--- src/rtl/v_serial_pkg.sv ---
// Shared definitions for the serial deframer: FSM encoding, default sync byte
// and the width of one buffered entry {sof, eof, byte}.
package v_serial_pkg;

    typedef enum logic {
        HUNT    = 1'b0,
        PAYLOAD = 1'b1
    } state_t;

    localparam logic [7:0] SYNC_DEFAULT = 8'hA5;
    localparam int         ENTRY_W      = 10;

endpackage

--- src/rtl/v_fifo2.sv ---
// Two-entry synchronous FIFO; a push while full is accepted only when a pop
// frees a slot on the same edge.
module v_fifo2
    import v_serial_pkg::*;
(
    input  logic               C,
    input  logic               R,
    input  logic               push,
    input  logic [ENTRY_W-1:0] din,
    input  logic               pop,
    output logic [ENTRY_W-1:0] dout,
    output logic               full,
    output logic               empty
);

    logic [ENTRY_W-1:0] mem [2];
    logic               wr_ptr;
    logic               rd_ptr;
    logic [1:0]         cnt;
    logic               do_push;
    logic               do_pop;

    assign full    = (cnt == 2'd2);
    assign empty   = (cnt == 2'd0);
    assign do_pop  = pop & ~empty;
    assign do_push = push & (~full | do_pop);
    assign dout    = mem[rd_ptr];

    always_ff @(posedge C) begin
        if (R) begin
            mem[0] <= '0;
            mem[1] <= '0;
            wr_ptr <= 1'b0;
            rd_ptr <= 1'b0;
            cnt    <= 2'd0;
        end else begin
            if (do_push) begin
                mem[wr_ptr] <= din;
                wr_ptr      <= ~wr_ptr;
            end
            if (do_pop) begin
                rd_ptr <= ~rd_ptr;
            end
            cnt <= cnt + 2'(do_push) - 2'(do_pop);
        end
    end

endmodule

--- src/rtl/v_serial_deframer.sv ---
// Serial receive stage: hunts for a sync byte, then packs FRAME_LEN payload
// bytes MSB-first into a 2-entry valid/ready buffer with SOF/EOF tags.
module v_serial_deframer
    import v_serial_pkg::*;
#(
    parameter logic [7:0] SYNC      = SYNC_DEFAULT,
    parameter int         FRAME_LEN = 4
) (
    input  logic       C,
    input  logic       R,
    input  logic       CE,
    input  logic       SI,
    output logic [7:0] DO,
    output logic       SOF,
    output logic       EOF,
    output logic       DV,
    input  logic       DR,
    output logic       OVF,
    output logic       LOCK
);

    localparam logic [7:0] LAST_BYTE = 8'(FRAME_LEN - 1);

    state_t     state, state_n;
    logic [7:0] win, win_n;
    logic [7:0] acc, acc_n;
    logic [2:0] bit_cnt, bit_n;
    logic [7:0] byte_cnt, byte_n;
    logic       ovf, ovf_n;
    logic       push;
    logic       pop;
    logic       full;
    logic       empty;
    logic [7:0] win_sh;
    logic [7:0] acc_sh;
    logic [ENTRY_W-1:0] din;
    logic [ENTRY_W-1:0] dout;

    assign win_sh = {win[6:0], SI};
    assign acc_sh = {acc[6:0], SI};
    assign din    = {(byte_cnt == 8'd0), (byte_cnt == LAST_BYTE), acc_sh};
    assign pop    = DR & ~empty;

    always_ff @(posedge C) begin
        if (R) begin
            state    <= HUNT;
            win      <= '0;
            acc      <= '0;
            bit_cnt  <= '0;
            byte_cnt <= '0;
            ovf      <= 1'b0;
        end else begin
            state    <= state_n;
            win      <= win_n;
            acc      <= acc_n;
            bit_cnt  <= bit_n;
            byte_cnt <= byte_n;
            ovf      <= ovf_n;
        end
    end

    always_comb begin
        state_n = state;
        win_n   = win;
        acc_n   = acc;
        bit_n   = bit_cnt;
        byte_n  = byte_cnt;
        ovf_n   = ovf;
        push    = 1'b0;
        if (CE) begin
            case (state)
                HUNT: begin
                    win_n = win_sh;
                    if (win_sh == SYNC) begin
                        state_n = PAYLOAD;
                        bit_n   = '0;
                        byte_n  = '0;
                    end
                end
                PAYLOAD: begin
                    acc_n = acc_sh;
                    bit_n = bit_cnt + 3'd1;
                    if (bit_cnt == 3'd7) begin
                        push = 1'b1;
                        // Dropped bytes still advance the byte count so EOF stays aligned.
                        if (full && !pop) ovf_n = 1'b1;
                        if (byte_cnt == LAST_BYTE) begin
                            state_n = HUNT;
                            win_n   = '0;
                            byte_n  = '0;
                        end else begin
                            byte_n = byte_cnt + 8'd1;
                        end
                    end
                end
                default: state_n = HUNT;
            endcase
        end
    end

    v_fifo2 u_fifo (
        .C    (C),
        .R    (R),
        .push (push),
        .din  (din),
        .pop  (pop),
        .dout (dout),
        .full (full),
        .empty(empty)
    );

    assign {SOF, EOF, DO} = dout;
    assign DV   = ~empty;
    assign OVF  = ovf;
    assign LOCK = (state == PAYLOAD);

endmodule

--- config.mk ---
export PLATFORM = sky130hd
export DESIGN_NAME = v_serial_deframer
export DESIGN_NICKNAME = d
export VERILOG_FILES = /design/src/rtl/v_serial_pkg.sv /design/src/rtl/v_fifo2.sv /design/src/rtl/v_serial_deframer.sv
export SDC_FILE = /design/constraint.sdc
export NUM_CORES = 1
export LEC_CHECK = 0
export ABC_AREA = 1
export BUFFER_PORTS_ARGS = -buffer_cell sky130_fd_sc_hd__buf_2
export CORE_MARGIN = 2
export CORE_UTILIZATION = 47
export DETAILED_ROUTE_END_ITERATION = 6
export RECOVER_POWER = 25
export SLEW_MARGIN = 20
export SYNTH_ARGS = -nofsm -noshare
export SYNTH_HDL_FRONTEND = slang
export SYNTH_SLANG_ARGS = --single-unit
--- constraint.sdc ---
create_clock -name C -period 4.6 [get_ports C]
set_clock_uncertainty 0.15 [all_clocks]
set_input_delay 0.92 -clock C [delete_from_list [all_inputs] [get_ports C]]
set_output_delay 0.92 -clock C [all_outputs]
set_load 0.02 [all_outputs]
==> results.cfg <==
[status]
status = finished, final reports clean

[synth]
yosys.cell_types.count = 25
synth_seq_area_share_pct = 51.0
synth.most_common_cell = nand2_1
synth-async-reset-ratio_pct = 0
ys_ff_latch = 52
syn_area_per_cell_sq_um = 8.33
synthesis.area_sq_um = 2430
yosysWarnings = 0
synth_top_cell_area_share_pct = 26.3
synth_common_cells = nand2_1, nor2_1, inv_1
synth_edf_count = 20
yosysTopAreaCell = dfxtp_1
synth_top_flop_cell = dfxtp_1
yosys-top-cells-area = dfxtp_1, edfxtp_1, nand2_1
synthCells = 292
syn_nets = 303

[timing]
worstMarginPinSlew_ns = 0.641
fin_ws_ns = 1.91
fin_crit_sh_pct = 58.4
layout_min_cycle_time_ns = 2.69
rsz0062_at_grt = no
setup_tns_ns = 0
drv_slew = 0
setup_viol = 0
fmax_ghz = 0.372
hold_viol = 0
relSlewSlack_pct = 57.2

[global_route]
grt_most_used_layer = met2
grt_max_degree = 23
globalRouteMet2Util_pct = 27.3
met1_usage_pct = 22.0
grt_pass1_wl_um = 7850
grt_overflow = 0
gr-usage-all-layers_pct = 16.8
use_met3_pct = 3.93
grt_pass1_vias = 1729
antenna_found_initial = 0

[floorplanning]
start_util_pct = 48.2
die_y_um = 75.9
io_pins = 18
core_region_area_sq_um = 5040
die_x_um = 75.9
dieArea_sq_um = 5770
fp-row-count = 26

[critical_path]
required_ns = 4.41
worstSetupPathType = in -> reg
worstPathCellList = clkbuf_1, inv_1, nand2_2, nand2_1
path_buf_inv = 2
crit_fanout = 22
r2r_start = LOCK
rrSetupSlack_ns = 2.15
cpMaxStageDelayCell = inv_1
crit_arrival_ns = 2.49
cp-start-kind = primary input
rr_worst_depth = 6
path_delay_family = buffers and inverters
crit_path_end_kind = flip-flop
regToRegEndpoint = u_fifo.mem[0][3]
cp_slowest_stage_delay_ns = 0.48

[clock_tree]
insertion_delay_ns = 0.30
ctsHoldBuffers = 0
cts_root_buf = clkbuf_8
cts_buffer_depth = 2
numCtsBuffers = 5
clkTransAtPathRegs_ns = 0.09
htreeDepth = 2
post_cts_buffers = 0
clock-sinks = 52
cts_resized = 0
cts_tree = done

[pwr]
irDropWorstVdd_uv = 139
p_per_area_nw_per_um2 = 331
combPwrFrac_pct = 7.5
p_clk_share_pct = 35.1
pwr-share-seq_pct = 57.4
p_leak_uw = 0.00105
power.switching_uw = 190
power_uw = 867
p_int_uw = 677
netSwitchingFraction_pct = 21.9

[placed_design]
post_dp_cell_area_sq_um = 2550
finalWeightedCongestion = 0.799
dp_slack_ns = 1.78
port_buffers = 17
dp_cells = 370
hpwlAfterDp_um = 3090

[finish]
antennaDiodeCount = 0
drive_gt1_share_pct = 12.3
fin_cells = 378
stdcell_area_sq_um = 2620
area.growth.synth_to_final_pct = 7.72
final_nets = 318

[hold_path]
holdCritPathClass = reg -> reg
holdPathStages = 1
hold_end = u_fifo.rd_ptr
hold_start = u_fifo.rd_ptr

[detailed_routing]
vias = 1812
drc = 0
drt-pass1-iter-count = 5
wl_per_cell_um = 11.3
via_per_inst = 4.79
ant_nets = 0
drt_iter0_drc = 87
routed_wl_um = 4270

[run]
drv_cap = 0
logic make-up after synthesis:
group,synth area share (%)
and+or+nand+nor,25.1
muxes,4.63
DFF,51.0
buffers and inverters,8.18
adders and majority gates,3.09
AOI/OAI and AO/OA,7.61
xor gates and xnor gates,0.360
layout make-up:
| cell class | instances | area (sq um) |
|---|---|---|
| multi-input cells | 193 | 962 |
| fillers | 499 | 2420 |
| clock buffers | 7 | 76.3 |
| flip-flops and latches | 52 | 1240 |
| well taps | 70 | 87.6 |
| clock inverters | 1 | 30.0 |
| inverters | 38 | 143 |
| repair buffers | 17 | 80.1 |
flip-flops by register name (all words and copies together) (netlist names), named ones only:
signal	flops
LOCK	1
OVF	1
acc	7
bit_cnt	3
byte_cnt	8
u_fifo.cnt	2
u_fifo.mem	20
u_fifo.rd_ptr	1
u_fifo.wr_ptr	1
win	7
stage by stage:
stage	hold slack, ns	utilization (%)
floorplan	0.276	-
CTS	0.314	52.7
global route	0.339	52.0
detailed placement	0.299	50.5
global placement	0.295	50.5
finish	0.310	52.0
routing by layer:
| metal | up-vias | part of all wire [%] |
|---|---|---|
| li1 | 960 | - |
| met4 | 0 | 1.5 |
| met5 | - | 0 |
| met3 | 5 | 2.9 |
| met2 | 23 | 46 |
| met1 | 824 | 49 |
how the worst max path moves through the flow:
stage | startpoint | endpoint | slack, ns | depth (start not counted)
after global placement | R | u_fifo.mem[1][4] | 1.83 | 4
after detailed placement | R | u_fifo.mem[1][6] | 1.78 | 4
after floorplan | CE | u_fifo.mem[0][0] | 2.43 | 7
final | R | u_fifo.mem[0][3] | 1.91 | 4
after global routing | R | u_fifo.mem[0][3] | 1.68 | 4
after CTS | flip-flop | EOF | 2.05 | 2
power groups by stage:
stage,clock network [uW],registers (uW),logic (uW)
after floorplan,0,503,53.3
after global placement,0,508,66.8
after detailed placement,0,509,66.8
after CTS,314,498,67.2
after global routing,333,500,74.5
final,304,498,65.0
placed cells by master (no fill, tap or decap), drive strengths merged:
cell and n:
a21oi 24, buf 13, bufinv 1, clkbuf 11, dfxtp 32, edfxtp 20
ha 6, inv 38, mux2 10, nand2 65, nand3 22, nand4 1
nor2 49, nor3 1, o21ai 13, or2 1, xor2 1
(Power assumes the default switching activity.)
